<file path="config.mk">
export PLATFORM = sky130hd
export DESIGN_NAME = mult_share_arbiter_flat
export DESIGN_NICKNAME = d
export VERILOG_FILES = /design/src/rtl/mult_share_arbiter_if.sv /design/src/rtl/mult_share_arbiter.sv /design/src/flat_wrapper.sv
export SDC_FILE = /design/constraint.sdc
export NUM_CORES = 1
export LEC_CHECK = 0
export BUFFER_PORTS_ARGS = -buffer_cell sky130_fd_sc_hd__buf_2
export CORE_AREA = 3 3 57 59
export CTS_CLUSTER_SIZE = 8
export DETAILED_ROUTE_END_ITERATION = 6
export DIE_AREA = 0 0 60 62
export PLACE_DENSITY = 0.84
export RECOVER_POWER = 50
export SLEW_MARGIN = 25
export SYNTH_ARGS = -nofsm -noshare
export SYNTH_HDL_FRONTEND = slang
export SYNTH_SLANG_ARGS = --single-unit
</file>
<file path="constraint.sdc">
create_clock -name clk -period 4.67 [get_ports clk]
set_input_delay 1.1675 -clock clk [delete_from_list [all_inputs] [get_ports clk]]
set_output_delay 1.1675 -clock clk [all_outputs]
set_load 0.01 [all_outputs]
</file>
<file path="src/rtl/mult_share_arbiter_if.sv">
// ============================================================================
// Module   : mult_share_arbiter_if
// Brief    : Request, shared-multiplier and response signals of the arbiter.
// Revision : 1.0 - initial release
// ============================================================================
`default_nettype none

interface mult_share_arbiter_if #(
  parameter int NUM_REQ = 4,
  parameter int WIDTH   = 4
);
  localparam int ID_W = $clog2(NUM_REQ);

  logic [NUM_REQ-1:0]       req_valid;
  logic [NUM_REQ-1:0]       req_ready;
  logic [NUM_REQ*WIDTH-1:0] req_a;
  logic [NUM_REQ*WIDTH-1:0] req_b;
  logic [WIDTH-1:0]         mul_a;
  logic [WIDTH-1:0]         mul_b;
  logic [2*WIDTH-1:0]       mul_result;
  logic                     rsp_valid;
  logic                     rsp_ready;
  logic [ID_W-1:0]          rsp_id;
  logic [2*WIDTH-1:0]       rsp_result;
  logic                     busy;

  // Arbiter side
  modport slave (
    input  req_valid, req_a, req_b, mul_result, rsp_ready,
    output req_ready, mul_a, mul_b, rsp_valid, rsp_id, rsp_result, busy
  );

  // Requesters, response consumer and multiplier side
  modport master (
    output req_valid, req_a, req_b, mul_result, rsp_ready,
    input  req_ready, mul_a, mul_b, rsp_valid, rsp_id, rsp_result, busy
  );
endinterface

`default_nettype wire

</file>
<file path="src/rtl/mult_share_arbiter.sv">
// ============================================================================
// Module   : mult_share_arbiter
// Brief    : Round-robin sequencer sharing one multiplier among NUM_REQ users.
// Revision : 1.0 - initial release
// ============================================================================
`default_nettype none

module mult_share_arbiter #(
  parameter int NUM_REQ = 4,
  parameter int WIDTH   = 4
) (
  input  logic                 clk,
  input  logic                 rst_n,
  mult_share_arbiter_if.slave  bus
);
  localparam int ID_W = $clog2(NUM_REQ);

  localparam logic [1:0] c_IDLE = 2'd0;
  localparam logic [1:0] c_MUL  = 2'd1;
  localparam logic [1:0] c_RESP = 2'd2;

  localparam logic [ID_W-1:0] c_LAST_INIT = ID_W'(NUM_REQ - 1);
  localparam logic [ID_W:0]   c_NUM_REQ   = (ID_W + 1)'(NUM_REQ);

  logic [1:0]         r_state;
  logic [WIDTH-1:0]   r_op_a;
  logic [WIDTH-1:0]   r_op_b;
  logic [ID_W-1:0]    r_id;
  logic [ID_W-1:0]    r_last_grant;
  logic               r_rsp_valid;
  logic [ID_W-1:0]    r_rsp_id;
  logic [2*WIDTH-1:0] r_rsp_result;

  logic [ID_W:0]      w_sum;
  logic [ID_W-1:0]    w_grant;
  logic               w_found;
  logic [NUM_REQ-1:0] w_req_ready;
  logic               w_hs;
  logic [WIDTH-1:0]   w_sel_a;
  logic [WIDTH-1:0]   w_sel_b;

  // Search starts just past the last winner; one extra bit holds the wrap.
  always_comb begin
    w_sum   = '0;
    w_grant = '0;
    w_found = 1'b0;
    for (int k = 0; k < NUM_REQ; k++) begin
      w_sum = {1'b0, r_last_grant} + (ID_W + 1)'(k + 1);
      if (w_sum >= c_NUM_REQ) begin
        w_sum = w_sum - c_NUM_REQ;
      end
      if (!w_found && bus.req_valid[w_sum[ID_W-1:0]]) begin
        w_found = 1'b1;
        w_grant = w_sum[ID_W-1:0];
      end
    end
  end

  always_comb begin
    w_sel_a = '0;
    w_sel_b = '0;
    for (int k = 0; k < NUM_REQ; k++) begin
      if (w_grant == ID_W'(k)) begin
        w_sel_a = bus.req_a[k*WIDTH +: WIDTH];
        w_sel_b = bus.req_b[k*WIDTH +: WIDTH];
      end
    end
  end

  assign w_req_ready = (rst_n && (r_state == c_IDLE) && w_found)
                     ? (NUM_REQ'(1) << w_grant) : '0;
  assign w_hs        = |(w_req_ready & bus.req_valid);

  always_ff @(posedge clk) begin
    if (!rst_n) begin
      r_state      <= c_IDLE;
      r_op_a       <= '0;
      r_op_b       <= '0;
      r_id         <= '0;
      r_last_grant <= c_LAST_INIT;
      r_rsp_valid  <= 1'b0;
      r_rsp_id     <= '0;
      r_rsp_result <= '0;
    end else begin
      case (r_state)
        c_IDLE: begin
          if (w_hs) begin
            r_op_a       <= w_sel_a;
            r_op_b       <= w_sel_b;
            r_id         <= w_grant;
            r_last_grant <= w_grant;
            r_state      <= c_MUL;
          end
        end
        c_MUL: begin
          r_rsp_result <= bus.mul_result;
          r_rsp_id     <= r_id;
          r_rsp_valid  <= 1'b1;
          r_state      <= c_RESP;
        end
        c_RESP: begin
          if (bus.rsp_ready) begin
            r_rsp_valid <= 1'b0;
            r_state     <= c_IDLE;
          end
        end
        default: r_state <= c_IDLE;
      endcase
    end
  end

  assign bus.req_ready  = w_req_ready;
  assign bus.mul_a      = r_op_a;
  assign bus.mul_b      = r_op_b;
  assign bus.rsp_valid  = r_rsp_valid;
  assign bus.rsp_id     = r_rsp_id;
  assign bus.rsp_result = r_rsp_result;
  assign bus.busy       = (r_state != c_IDLE);

endmodule

`default_nettype wire

</file>
<file path="src/flat_wrapper.sv">
// flat-port wrapper written by rule: the top's interface ports become plain ports
module mult_share_arbiter_flat 
#(
  parameter int NUM_REQ = 4,
  parameter int WIDTH   = 4
)
  (clk, rst_n, bus_req_valid, bus_req_a, bus_req_b, bus_mul_result, bus_rsp_ready, bus_req_ready, bus_mul_a, bus_mul_b, bus_rsp_valid, bus_rsp_id, bus_rsp_result, bus_busy);
  mult_share_arbiter_if #(.NUM_REQ(NUM_REQ), .WIDTH(WIDTH)) bus_i ();
  input  logic clk;
  input  logic rst_n;
  input wire logic [$bits(bus_i.req_valid)-1:0] bus_req_valid;
  input wire logic [$bits(bus_i.req_a)-1:0] bus_req_a;
  input wire logic [$bits(bus_i.req_b)-1:0] bus_req_b;
  input wire logic [$bits(bus_i.mul_result)-1:0] bus_mul_result;
  input wire logic [$bits(bus_i.rsp_ready)-1:0] bus_rsp_ready;
  output wire logic [$bits(bus_i.req_ready)-1:0] bus_req_ready;
  output wire logic [$bits(bus_i.mul_a)-1:0] bus_mul_a;
  output wire logic [$bits(bus_i.mul_b)-1:0] bus_mul_b;
  output wire logic [$bits(bus_i.rsp_valid)-1:0] bus_rsp_valid;
  output wire logic [$bits(bus_i.rsp_id)-1:0] bus_rsp_id;
  output wire logic [$bits(bus_i.rsp_result)-1:0] bus_rsp_result;
  output wire logic [$bits(bus_i.busy)-1:0] bus_busy;
  assign bus_i.req_valid = bus_req_valid;
  assign bus_i.req_a = bus_req_a;
  assign bus_i.req_b = bus_req_b;
  assign bus_i.mul_result = bus_mul_result;
  assign bus_i.rsp_ready = bus_rsp_ready;
  assign bus_req_ready = bus_i.req_ready;
  assign bus_mul_a = bus_i.mul_a;
  assign bus_mul_b = bus_i.mul_b;
  assign bus_rsp_valid = bus_i.rsp_valid;
  assign bus_rsp_id = bus_i.rsp_id;
  assign bus_rsp_result = bus_i.rsp_result;
  assign bus_busy = bus_i.busy;
  mult_share_arbiter #(.NUM_REQ(NUM_REQ), .WIDTH(WIDTH)) u_core (.clk(clk), .rst_n(rst_n), .bus(bus_i));
endmodule
</file>
Word level (Yosys, flattened, before mapping). Cells that the tools add are included.

Shifts and indexed selects: 1. Add/subtract/negate cells: 8. Bitwise logic cells: 1. Mux-type cells: 34. Eq/ne operators: 7. $lt $le $gt $ge: 8. Reductions and logical operators: 16.

Operators with widths (number): two-way mux 4 bit (9); two-way mux 2 bit (10); >= comparator 3 bit (second input constant) (4); less-than comparator 2 x 3 -> 1 bit (second input constant) (4); two-way mux 1 bit (9); binary-select mux 1 bit (select 2 bit) (4); subtractor 2 x 1 -> 2 bit (second input constant) (4); adder 2 x 2 -> 3 bit (second input constant) (2); equality test 2 bit (second input constant) (3); case mux 2 bit (3 select lines) (1); AND reduction 2 bit (3); logical AND 1 bit (5); bitwise AND 4 bit (1); equality test 2 x 1 -> 1 bit (second input constant) (2); zero test 2 bit (2); nonzero test 2 bit (2); OR reduction 4 bit (1); left shift 1 x 2 -> 4 bit (first input constant) (1); adder 2 x 1 -> 3 bit (second input constant) (1); adder 2 x 3 -> 3 bit (second input constant) (1); zero test 1 bit (3); inequality test 2 x 1 -> 1 bit (second input constant) (1); inequality test 2 bit (second input constant) (1); case mux 1 bit (2 select lines) (1).

Word-level logic and storage cells: 83. Register bits after elaboration: 25. Output and inout bits: 24.

Longest topological paths before layout. Gate-level depths: netlist (run 1).

Word-level depth: 21. Gate-level depth with buffers: 8. Mapped depth without buffers: 5.

Worst setup path before layout (run 1). OpenSTA, ideal clock, no wires.

Path kind: input to output. Start: input bus_req_valid[2]. End: output bus_req_ready[0]. Stages on the path: 6. Data required time: 3.503 ns. Arrival: 2.048 ns. Path slack: 1.454 ns. Path buffers: 2. Cell sequence: or2_1 -> nand4_1 -> buf_6 -> buf_6 -> nand2_1 -> nor2_1.

Cells in the longest elaborated chain, start to end: 14.

Ends and longest elaborated chain: start: declaration (line flat_wrapper.sv:11) `input wire logic [$bits(bus_i.req_valid)-1:0] bus_req_valid;`; binary-select mux 1 bit (select 2 bit) (line mult_share_arbiter.sv:52) `if (!w_found && bus.req_valid[w_sum[ID_W-1:0]]) begin`; two-way mux 1 bit (not written as such) (line mult_share_arbiter.sv:52); two-way mux 1 bit (line mult_share_arbiter.sv:52); zero test 1 bit (line mult_share_arbiter.sv:52); logical AND 1 bit (line mult_share_arbiter.sv:52); two-way mux 1 bit (line mult_share_arbiter.sv:52); zero test 1 bit (line mult_share_arbiter.sv:52); logical AND 1 bit (line mult_share_arbiter.sv:52); two-way mux 1 bit (line mult_share_arbiter.sv:52); zero test 1 bit (line mult_share_arbiter.sv:52); logical AND 1 bit (line mult_share_arbiter.sv:52); two-way mux 2 bit / two-way mux 1 bit (equally long branches) (line mult_share_arbiter.sv:52); left shift 1 x 2 -> 4 bit / logical AND 1 bit (equally long branches) (line mult_share_arbiter.sv:71, mult_share_arbiter.sv:70); two-way mux 4 bit (*) (line mult_share_arbiter.sv:71) `? (NUM_REQ'(1) << w_grant) : '0;`; end: declaration (line flat_wrapper.sv:16) `output wire logic [$bits(bus_i.req_ready)-1:0] bus_req_ready;`.

Mark *: on every way between the ends. The rest lies on a longest branch, timed or not. The select of a mux whose other input is x is not followed.

Worst setup path in the final report (run 1).
Start: input rst_n. End: output bus_req_ready[3].

Cells in the longest elaborated chain, start to end: 3.

Ends and longest elaborated chain: start: declaration (line flat_wrapper.sv:10) `input logic rst_n;`; logical AND 1 bit (2 in series) (line mult_share_arbiter.sv:70) `assign w_req_ready = (rst_n && (r_state == c_IDLE) && w_found)`; two-way mux 4 bit (line mult_share_arbiter.sv:71).

No other way between the ends.

==> summary.txt, run 1 <==
Status -> finished, final reports clean
Worst r2r src -> u_core.r_state[1]
M1 wire length -> 1313 µm
Synth area leader -> dfxtp_1
Synth cell count leaders -> nand2_1 (27), dfxtp_1 (25), mux2i_1 (17)
Hold Crit Class -> flip-flop to flip-flop
Yosys top cell area share -> 40.04%
PostCTS Resize Cnt -> 0
CTS Buf Count -> 3
Max-Cap Viols -> 0
Final ANT Viol Nets -> 0
Worst hold path cell count -> 2
Top_reg_cell synth -> dfxtp_1
Most frequent cell after synthesis -> nand2_1
Initial Utilization -> 45.33%
Min-Delay Endpoint -> u_core.bus.rsp_result[7]
Worst endpoint required time -> 3.50 ns
Die X-Extent -> 60 µm
Internal power -> 338.5 µW
Placed cells -> 230
Place WS -> 0.9412 ns
RSZ-0062 raised after global routing -> no
DRT Pass-1 Iters -> 4
First-pass GRT wire length -> 4409 µm
Reg-to-reg critical path endpoint -> u_core.bus.mul_b[1]
RD Place Congestion -> 0.7525
TritonCTS clock tree -> yes
Reg clk slew, reported paths -> 0.12 ns
Fin worst setup slack -> 0.5986 ns
CTS sink cnt -> 25
Post-CTS setup buffer count -> 0
DR WL met2 -> 1236 µm
Largest net degree at the start of global routing -> 26
Full die area -> 3720 µm²
Final setup fails -> 0
WL met3 -> 283 µm
Total track usage -> 15.37%
Synth area leaders -> dfxtp_1 (40%), mux2i_1 (14%), nand2_1 (8.1%)
Min Tclk post-route -> 4.071 ns
Post-synth EDFFs -> 0
VDD IR-drop max -> 0.1922 mV
Fmax -> 245.6 MHz
PwrDens -> 308.6 nW/µm²
Share of layout cells above drive strength 1 -> 33.00%
Max Used Layer -> met4
CTS max path bufs -> 2
Post-DR wirelength/cell -> 12.17 µm
Clk root buf -> clkbuf_4
Cts hold-fix bufs -> 0
Final Hold Viols -> 0
Detailed Route Iter0 Violations -> 41
Port-buffer cells -> 70
Leak -> 0.0007947 µW
Setup TNS -> 0 ns
Worst EP arrival -> 2.90 ns
Worst-Skew Late Latency -> 0.31 ns
WS Path Type -> primary input to primary output
Clk_skew -> 0.007170 ns
WHS -> 0.4777 ns
Largest fanout on the critical path -> 25
CP startpoint kind -> primary input
Post-Syn Area -> 1250 µm²
Avg Cell Area, Syn -> 9.124 µm²
Mapped Cells -> 137
Final Cycle Share -> 87.18%
Htree depth -> 1
Clock power share -> 18.9%
Hold Startpoint -> u_core.bus.rsp_result[7]
Antenna Cells -> 0
Vias -> 1175
Die H -> 62 µm
Post-synth ARST share -> 0%
Total grt overflow -> 0
Synthesized flop and latch total -> 25
Slew Viols, Final -> 0
R2R depth -> 5
Area delta synth->final -> 27.63%
Sequential area share after synthesis -> 40.04%
Slew headroom -> 33.48%
Nets@finish -> 251
Distinct cells, synth -> 29
Switching share of power -> 31.23%
Via density -> 5.021
Core Box Area -> 2758 µm²
Ys Warns -> 0
Via count of the first global-routing pass -> 1034
Total nets after synthesis -> 184
Initial antenna violation count -> 0
# IOs -> 71
DRT Wirelength -> 2848 µm
Comb pwr share -> 29.6%
Row count -> 19
Layout Cells excl Fill -> 234
Worst slew pin tran -> 0.9978 ns
Crit. End Element -> primary output
Total power -> 492.3 µW
Net Sw Power -> 153.7 µW
DRC -> 0
R2R Setup Slk -> 3.07 ns
Sequential share of power -> 51.6%
-- layer usage --
metal	GRT usage [%]	up-vias
met5	0	-
met4	5.696	0
met3	1.860	2
met2	24.23	60
met1	21.55	493
li1	-	620
-- worst max path at each step --
stage	start	to	cells past startpoint
2_1_floorplan	bus_req_valid[2]	bus_req_ready[0]	6
3_3_place_gp	bus_req_valid[3]	bus_req_ready[1]	6
3_5_place_dp	bus_req_valid[3]	bus_req_ready[1]	6
4_1_cts	bus_req_valid[3]	bus_req_ready[1]	6
5_1_grt	rst_n	bus_req_ready[3]	5
6_report	rst_n	bus_req_ready[3]	5
-- placed cells by master (no fill, tap or decap), types with 2 or more instances in the layout --
cell type	synthesis	layout
clkbuf_4	0	3
a21oi_1	2	2
nor2_1	6	6
buf_2	0	57
a21boi_0	11	11
mux2i_1	17	17
nand3b_1	2	2
nand2_1	27	27
dfxtp_1	25	25
inv_1	2	2
nand3_1	9	9
or2_1	2	2
o221ai_1	8	8
clkbuf_1	3	14
nor2b_1	3	3
o21ai_0	3	3
-- layout make-up --
cell class | instances | area [µm²]
Fill cell | 263 | 1162
Multi-Input combinational cell | 100 | 676.9
Sequential cell | 25 | 500.5
Timing Repair Buffer | 71 | 341.6
Tap cell | 31 | 38.79
Clock buffer | 4 | 26.28
Inverter | 3 | 11.26
-- logic make-up after synthesis --
logic type | after synthesis | synth area share, %
mux | 17 | 13.61
buf+inv | 12 | 5.805
flops | 25 | 40.04
compound gates | 29 | 19.62
simple gates | 54 | 20.92
-- flip-flops by register name, indices dropped and copies added (netlist names) --
register / flops
u_core.bus.rsp_id: 2
u_core.bus.mul_a: 4
u_core.r_id: 2
u_core.bus.mul_b: 4
u_core.bus.rsp_valid: 1
u_core.r_last_grant: 2
u_core.bus.rsp_result: 8
u_core.r_state: 2
-- metrics by stage --
stage | cell area [µm²] | util, %
floorplan | 1250 | -
global placement | 1585 | 57.49
detailed placement | 1585 | 57.49
CTS | 1612 | 58.44
global route | 1595 | 57.85
finish | 1595 | 57.85
-- power groups by stage --
stage	clock network, µW	logic [µW]	registers (µW)
6_report	92.8	146	254
5_1_grt	103	164	257
4_1_cts	97.3	150	254
3_5_place_dp	0	150	259
3_3_place_gp	0	148	258
2_1_floorplan	0	92.0	264
-- critical path, stage by stage --
cell and delay (ns):
clkbuf_1 0.72, o311ai_4 0.38, or2_1 0.38, nor2b_1 0.12
buf_2 0.13
Power figures use the tool's default switching activity.
==> run 2, diff against run 1 <==
GPL_TIMING_DRIVEN = 0   (was unset)
==> run 2 against run 1 <==
Count of clock-buffer cells in the layout is the same. Clock skew grew 0.0015 ns. First-iteration DRC count grew 34%. Non-clock buffer count grew 8. Die area is the same. Setup slack gained 0.51 ns.
==> summary.txt, run 2 (synthesis results as in run 1) <==
Fill cells -> 282 (+7.2%)
Final Hold Viols -> 0 (unchanged)
Die H -> 62 µm (unchanged)
DRC -> 0 (unchanged)
CP startpoint kind -> primary input
RD Place Congestion -> 0.7096 (-5.7%)
Internal power -> 346.6 µW (+2.4%)
WHS -> 0.4711 ns (-0.006619 ns)
Total power -> 505.4 µW (+2.7%)
Htree depth -> 1 (unchanged)
Crit. End Element -> primary output
Worst setup path start -> bus_req_valid[2]
Area delta synth->final -> 32.03%
Max stage delay on crit path -> 0.28 ns (-0.44 ns)
Largest net degree at the start of global routing -> 14 (-46%)
Critical path, cell by cell -> buf_2 -> or2_1 -> o311ai_4 -> inv_1 -> and3_1 -> buf_2
Clock power share -> 18.5% (-0.4 points)
Sequential share of power -> 49.8% (-1.8 points)
DRT Wirelength -> 3081 µm (+8.2%)
Met1 Use GR -> 21.52% (-0.035 points)
Port-buffer cells -> 70 (unchanged)
Via count of the first global-routing pass -> 1089 (+5.3%)
Full die area -> 3720 µm² (unchanged)
GR Layer Usage met3 -> 3.099% (+1.2 points)
R2R Setup Slk -> 3.07 ns (about the same)
Crit path to -> bus_req_ready[1]
Post-DR wirelength/cell -> 12.73 µm (+4.6%)
Cts hold-fix bufs -> 0 (unchanged)
Net Sw Power -> 158.7 µW (+3.2%)
Share of layout cells above drive strength 1 -> 33.65% (+0.64 points)
Layer with the highest usage -> met2
First-pass GRT wire length -> 4740 µm (+7.5%)
Total track usage -> 16.85% (+1.5 points)
Reg clk slew, reported paths -> 0.13 ns (about the same)
Multi-input logic area -> 676.9 µm² (unchanged)
WS Path Type -> primary input to primary output
CTS Buf Count -> 3 (unchanged)
Crit path top cell by count -> buf_2
Placed cells -> 238 (+3.5%)
Fmax -> 280.5 MHz (+14%)
Slowest cell on crit path -> o311ai_4
Leak -> 0.0008263 µW (+4.0%)
Largest register FFs -> 8 (unchanged)
Comb pwr share -> 31.8% (+2.2 points)
Antenna Cells -> 0 (unchanged)
Nets@finish -> 259 (+3.2%)
Crit path buffers/inverters -> 3 (+1)
Via density -> 5.087 (+1.3%)
Initial antenna violation count -> 0 (unchanged)
Post-CTS setup buffer count -> 0 (unchanged)
PostCTS Resize Cnt -> 0 (unchanged)
DRT Pass-1 Iters -> 4 (unchanged)
Status -> finished, final reports clean
Total grt overflow -> 0 (unchanged)
Most frequent cells in the layout -> buf_2 (58), nand2_1 (27), dfxtp_1 (25)
Switching share of power -> 31.41% (+0.18 points)
Crit path max-delay family -> simple AND/OR/NAND/NOR gates
Levels on crit path -> 6 (+1)
Most common cell after layout, fill and taps aside -> buf_2
Vias -> 1231 (+4.8%)
Worst hold path cell count -> 2 (unchanged)
Setup TNS -> 0 ns (unchanged)
CTS max path bufs -> 2 (unchanged)
Largest fanout on the critical path -> 7 (-72%)
Post-DP HPWL -> 2455 µm
Reg-to-reg critical path endpoint -> u_core.bus.mul_a[2]
Die X-Extent -> 60 µm (unchanged)
Slew Viols, Final -> 0 (unchanged)
Slew headroom -> 72.27% (+39 points)
Final ANT Viol Nets -> 0 (unchanged)
Final setup fails -> 0 (unchanged)
Worst EP arrival -> 2.40 ns (-0.50 ns)
Detailed Route Iter0 Violations -> 55 (+34%)
Final Cycle Share -> 76.34% (-11 points)
Initial Utilization -> 45.33% (unchanged)
VDD IR-drop max -> 0.1885 mV (-2.0%)
Worst r2r src -> u_core.r_last_grant[1]
RSZ-0062 raised after global routing -> no
Worst slew pin tran -> 0.4159 ns (-0.5818 ns)
TritonCTS clock tree -> yes
Clk root buf -> clkbuf_4
Worst endpoint required time -> 3.50 ns (about the same)
Hold Crit Class -> flip-flop to flip-flop
Clk_skew -> 0.008657 ns (+0.001487 ns)
Min Tclk post-route -> 3.565 ns (-0.5065 ns)
Worst-Skew Late Latency -> 0.31 ns (about the same)
# IOs -> 71 (unchanged)
Register Area -> 500.5 µm² (unchanged)
R2R depth -> 6 (+1)
Met2 Track Usage GR -> 29.17% (+4.9 points)
Row count -> 19 (unchanged)
CTS sink cnt -> 25 (unchanged)
Core Box Area -> 2758 µm² (unchanged)
Layout Cells excl Fill -> 242 (+3.4%)
Max-Cap Viols -> 0 (unchanged)
PwrDens -> 306.2 nW/µm² (-0.77%)
-- run 2: cell types whose count changed in the layout (fill, tap and decap cells not counted), sizes merged --
cell,before,now
clkbuf,17,20
buf,58,63
-- run 2: worst min path at each step --
stage	start	end	slack, ns
after floorplan	u_core.r_id[0]	u_core.bus.rsp_id[0]	0.44
after global placement	u_core.bus.rsp_result[5]	u_core.bus.rsp_result[5]	0.45
after detailed placement	u_core.bus.rsp_result[0]	u_core.bus.rsp_result[0]	0.45
after CTS	u_core.bus.rsp_result[0]	u_core.bus.rsp_result[0]	0.47
after global routing	u_core.r_id[1]	u_core.r_id[1]	0.49
final	u_core.bus.rsp_result[0]	u_core.bus.rsp_result[0]	0.47
-- run 2: tightest hold or removal path, cell delays in order (launching register included) --
cell      delay (ns)
dfxtp_1         0.33
nand2_1         0.04
a21boi_0        0.06
-- run 2: cell type report --
cell class	instances	share of cell area [%]
inverters	3	0.6823
multi-input cells	100	41.02
well taps	31	2.350
repair buffers	70	20.32
plain buffers	9	3.715
clock buffers	4	1.592
flip-flops and latches	25	30.33
-- run 2: power by group through the flow --
stage                     Sequential, µW  Combinational [µW]  Clock, µW
after floorplan                      264                92.0          0
after global placement               256                 160          0
after detailed placement             256                 165          0
after CTS                            251                 165       95.8
after global routing                 255                 178        102
final                                252                 160       93.3
-- run 2: stage by stage --
step | util (%) | cell area (µm²) | worst slack [ns]
finish | 59.85 | 1650 | 1.105
global route | 59.85 | 1650 | 1.028
CTS | 60.39 | 1665 | 1.175
detailed placement | 59.44 | 1639 | 1.183
global placement | 59.44 | 1639 | 1.189
floorplan | - | 1250 | 1.454
-- run 2: per-layer routing --
metal | wire length [µm] | part of all wire, %
met2 | 1456 | 47
met3 | 311 | 10
met1 | 1300 | 42
met4 | 12 | 0.39
met5 | 0 | 0
==> run 3, diff against run 2 <==
CORE_AREA = 3 3 58 60   (was 3 3 57 59)
DIE_AREA = 0 0 61 63   (was 0 0 60 62)
PLACE_DENSITY = 0.82   (was 0.84)
clock period = 3.6 ns   (was 4.67 ns; I/O delays follow)
==> run 3 against run 2 <==
Core utilization fell by 4.3 points. Worst hold slack lost 0.0028 ns. Sequential share of layout area shrank 0.069 points. Global-route usage is 0.64 points lower. Final area up 0.23%. Clock power increased by 31%. Non-clock buffer count unchanged. Setup slack got worse by 0.49 ns. Via count barely moved.
==> summary.txt, run 3 (synthesis results as in run 1) <==
Status -> finished, final reports clean
CTS max path bufs -> 2 (unchanged)
CP startpoint kind -> primary input
Initial antenna violation count -> 0 (unchanged)
Core Box Area -> 2978 µm² (+8.0%)
Worst r2r src -> u_core.r_last_grant[1]
DRT Pass-1 Iters -> 4 (unchanged)
PwrDens -> 395.6 nW/µm² (+29%)
Clk root buf -> clkbuf_4
First-pass GRT wire length -> 4816 µm (+1.6%)
Die H -> 63 µm (+1.6%)
Share of layout cells above drive strength 1 -> 34.60% (+0.95 points)
CTS Buf Count -> 3 (unchanged)
Post-DP HPWL -> 2361 µm (-3.8%)
Initial Utilization -> 41.97% (-3.4 points)
# IOs -> 71 (unchanged)
Most common cell after layout, fill and taps aside -> buf_2
Worst-Skew Late Latency -> 0.31 ns (about the same)
Post-DR wirelength/cell -> 12.23 µm (-3.9%)
Total track usage -> 16.21% (-0.64 points)
Worst endpoint required time -> 2.70 ns (-0.80 ns)
Total grt overflow -> 0 (unchanged)
Critical path, cell by cell -> buf_2 -> o211ai_1 -> nand4_1 -> buf_6 -> or2_1 -> nor2b_1 -> buf_2
VDD IR-drop max -> 0.2074 mV (+10%)
Crit. End Element -> primary output
Port-buffer cells -> 70 (unchanged)
Full die area -> 3843 µm² (+3.3%)
Area delta synth->final -> 32.33%
Max-Cap Viols -> 0 (unchanged)
Htree depth -> 1 (unchanged)
Hold Crit Class -> flip-flop to flip-flop
DRT Wirelength -> 2985 µm (-3.1%)
Crit path max-delay family -> simple AND/OR/NAND/NOR gates
Worst EP arrival -> 2.09 ns (-0.31 ns)
Worst setup path start -> bus_req_valid[0]
Clk_skew -> 0.002389 ns (-0.006269 ns)
Min Tclk post-route -> 2.989 ns
Leak -> 0.0008274 µW (+0.14%)
Antenna Cells -> 0 (unchanged)
CTS sink cnt -> 25 (unchanged)
Worst slew pin tran -> 0.4243 ns (+0.008355 ns)
Cts hold-fix bufs -> 0 (unchanged)
Vias -> 1230 (-0.081%)
Via count of the first global-routing pass -> 1129 (+3.7%)
TritonCTS clock tree -> yes
Slew headroom -> 71.72% (-0.56 points)
Fmax -> 334.6 MHz
Largest net degree at the start of global routing -> 15 (+1)
Row count -> 20 (+1)
Setup TNS -> 0 ns (unchanged)
Layout Cells excl Fill -> 244 (+0.83%)
Reg clk slew, reported paths -> 0.13 ns (about the same)
Largest fanout on the critical path -> 10 (+3)
Crit path top cell by count -> buf_2
Final Hold Viols -> 0 (unchanged)
Final Cycle Share -> 83.02%
Detailed Route Iter0 Violations -> 34 (-38%)
RSZ-0062 raised after global routing -> no
Slowest cell on crit path -> or2_1
Post-CTS setup buffer count -> 0 (unchanged)
DRC -> 0 (unchanged)
Hold Startpoint -> u_core.bus.rsp_result[3]
Via density -> 5.041 (-0.90%)
PostCTS Resize Cnt -> 0 (unchanged)
Fill cells -> 309 (+9.6%)
Nets@finish -> 259 (unchanged)
Die X-Extent -> 61 µm (+1.7%)
Crit path buffers/inverters -> 3 (unchanged)
Largest register FFs -> 8 (unchanged)
Final ANT Viol Nets -> 0 (unchanged)
Most frequent cells in the layout -> buf_2 (58), nand2_1 (27), dfxtp_1 (25)
RD Place Congestion -> 0.7274 (+2.5%)
Max stage delay on crit path -> 0.27 ns (about the same)
Slew Viols, Final -> 0 (unchanged)
Final setup fails -> 0 (unchanged)
WS Path Type -> primary input to primary output
Placed cells -> 240 (+0.84%)
[run 3: cell count changes in the layout (fill, tap and decap cells not counted), sizes merged]
cell    previous run  this run
clkbuf            20        19
clkinv             0         1
[run 3: final cells by class]
cell class	count	area (µm²)	share of cell area, %
buffer	9	61.31	3.706
clock buffer	3	22.52	1.362
clock inverter	1	5.005	0.3026
inverter	3	11.26	0.6808
multi-input combinational	100	676.9	40.92
sequential	25	500.5	30.26
tap	33	41.29	2.496
timing repair buffer	70	335.3	20.27
[run 3: metal layers]
layer | up-vias | part of all wire, % | GRT usage [%]
met5 | - | 0 | 0
met4 | 0 | 0.57 | 3.252
met3 | 2 | 9.0 | 5.372
met2 | 57 | 47 | 27.81
met1 | 537 | 43 | 19.22
li1 | 634 | - | -
[run 3: metrics by stage]
step           power, µW  util, %  area, µm²  worst slack, ns  hold WS (ns)
5_1_grt            697.3    55.55       1654           0.5349        0.4921
3_3_place_gp       539.2    55.13       1642           0.6142        0.4481
2_1_floorplan      462.5        -       1250           0.9191        0.4411
4_1_cts            667.1    56.05       1669           0.5950        0.4723
3_5_place_dp       543.9    55.13       1642           0.5972        0.4539
6_report           654.4    55.55       1654           0.6114        0.4684
[run 3: path summary, 6_finish.rpt]
path | slack [ns] | cells after the start | end
setup reg to reg | 2.06 | 7 | u_core.bus.mul_a[2]
hold / removal | 0.47 | 2 | u_core.bus.rsp_result[3]
setup / recovery | 0.61 | 7 | bus_req_ready[3]
hold reg to reg | 0.47 | 2 | u_core.bus.rsp_result[3]
[run 3: worst reg2reg max path: stages (launching register included)]
cell and delay [ns]:
dfxtp_1 0.33, clkbuf_2 0.17, o211ai_1 0.11, nand4_1 0.11, buf_6 0.18, buf_6 0.18, mux2i_1 0.22, o221ai_1 0.13
[run 3: report_power, final]
group / switching, µW / leakage (µW) / internal (µW)
Combinational: 109 / 0.000604 / 97.5
Clock: 80.3 / 0.0000177 / 41.5
Sequential: 17.0 / 0.000206 / 309
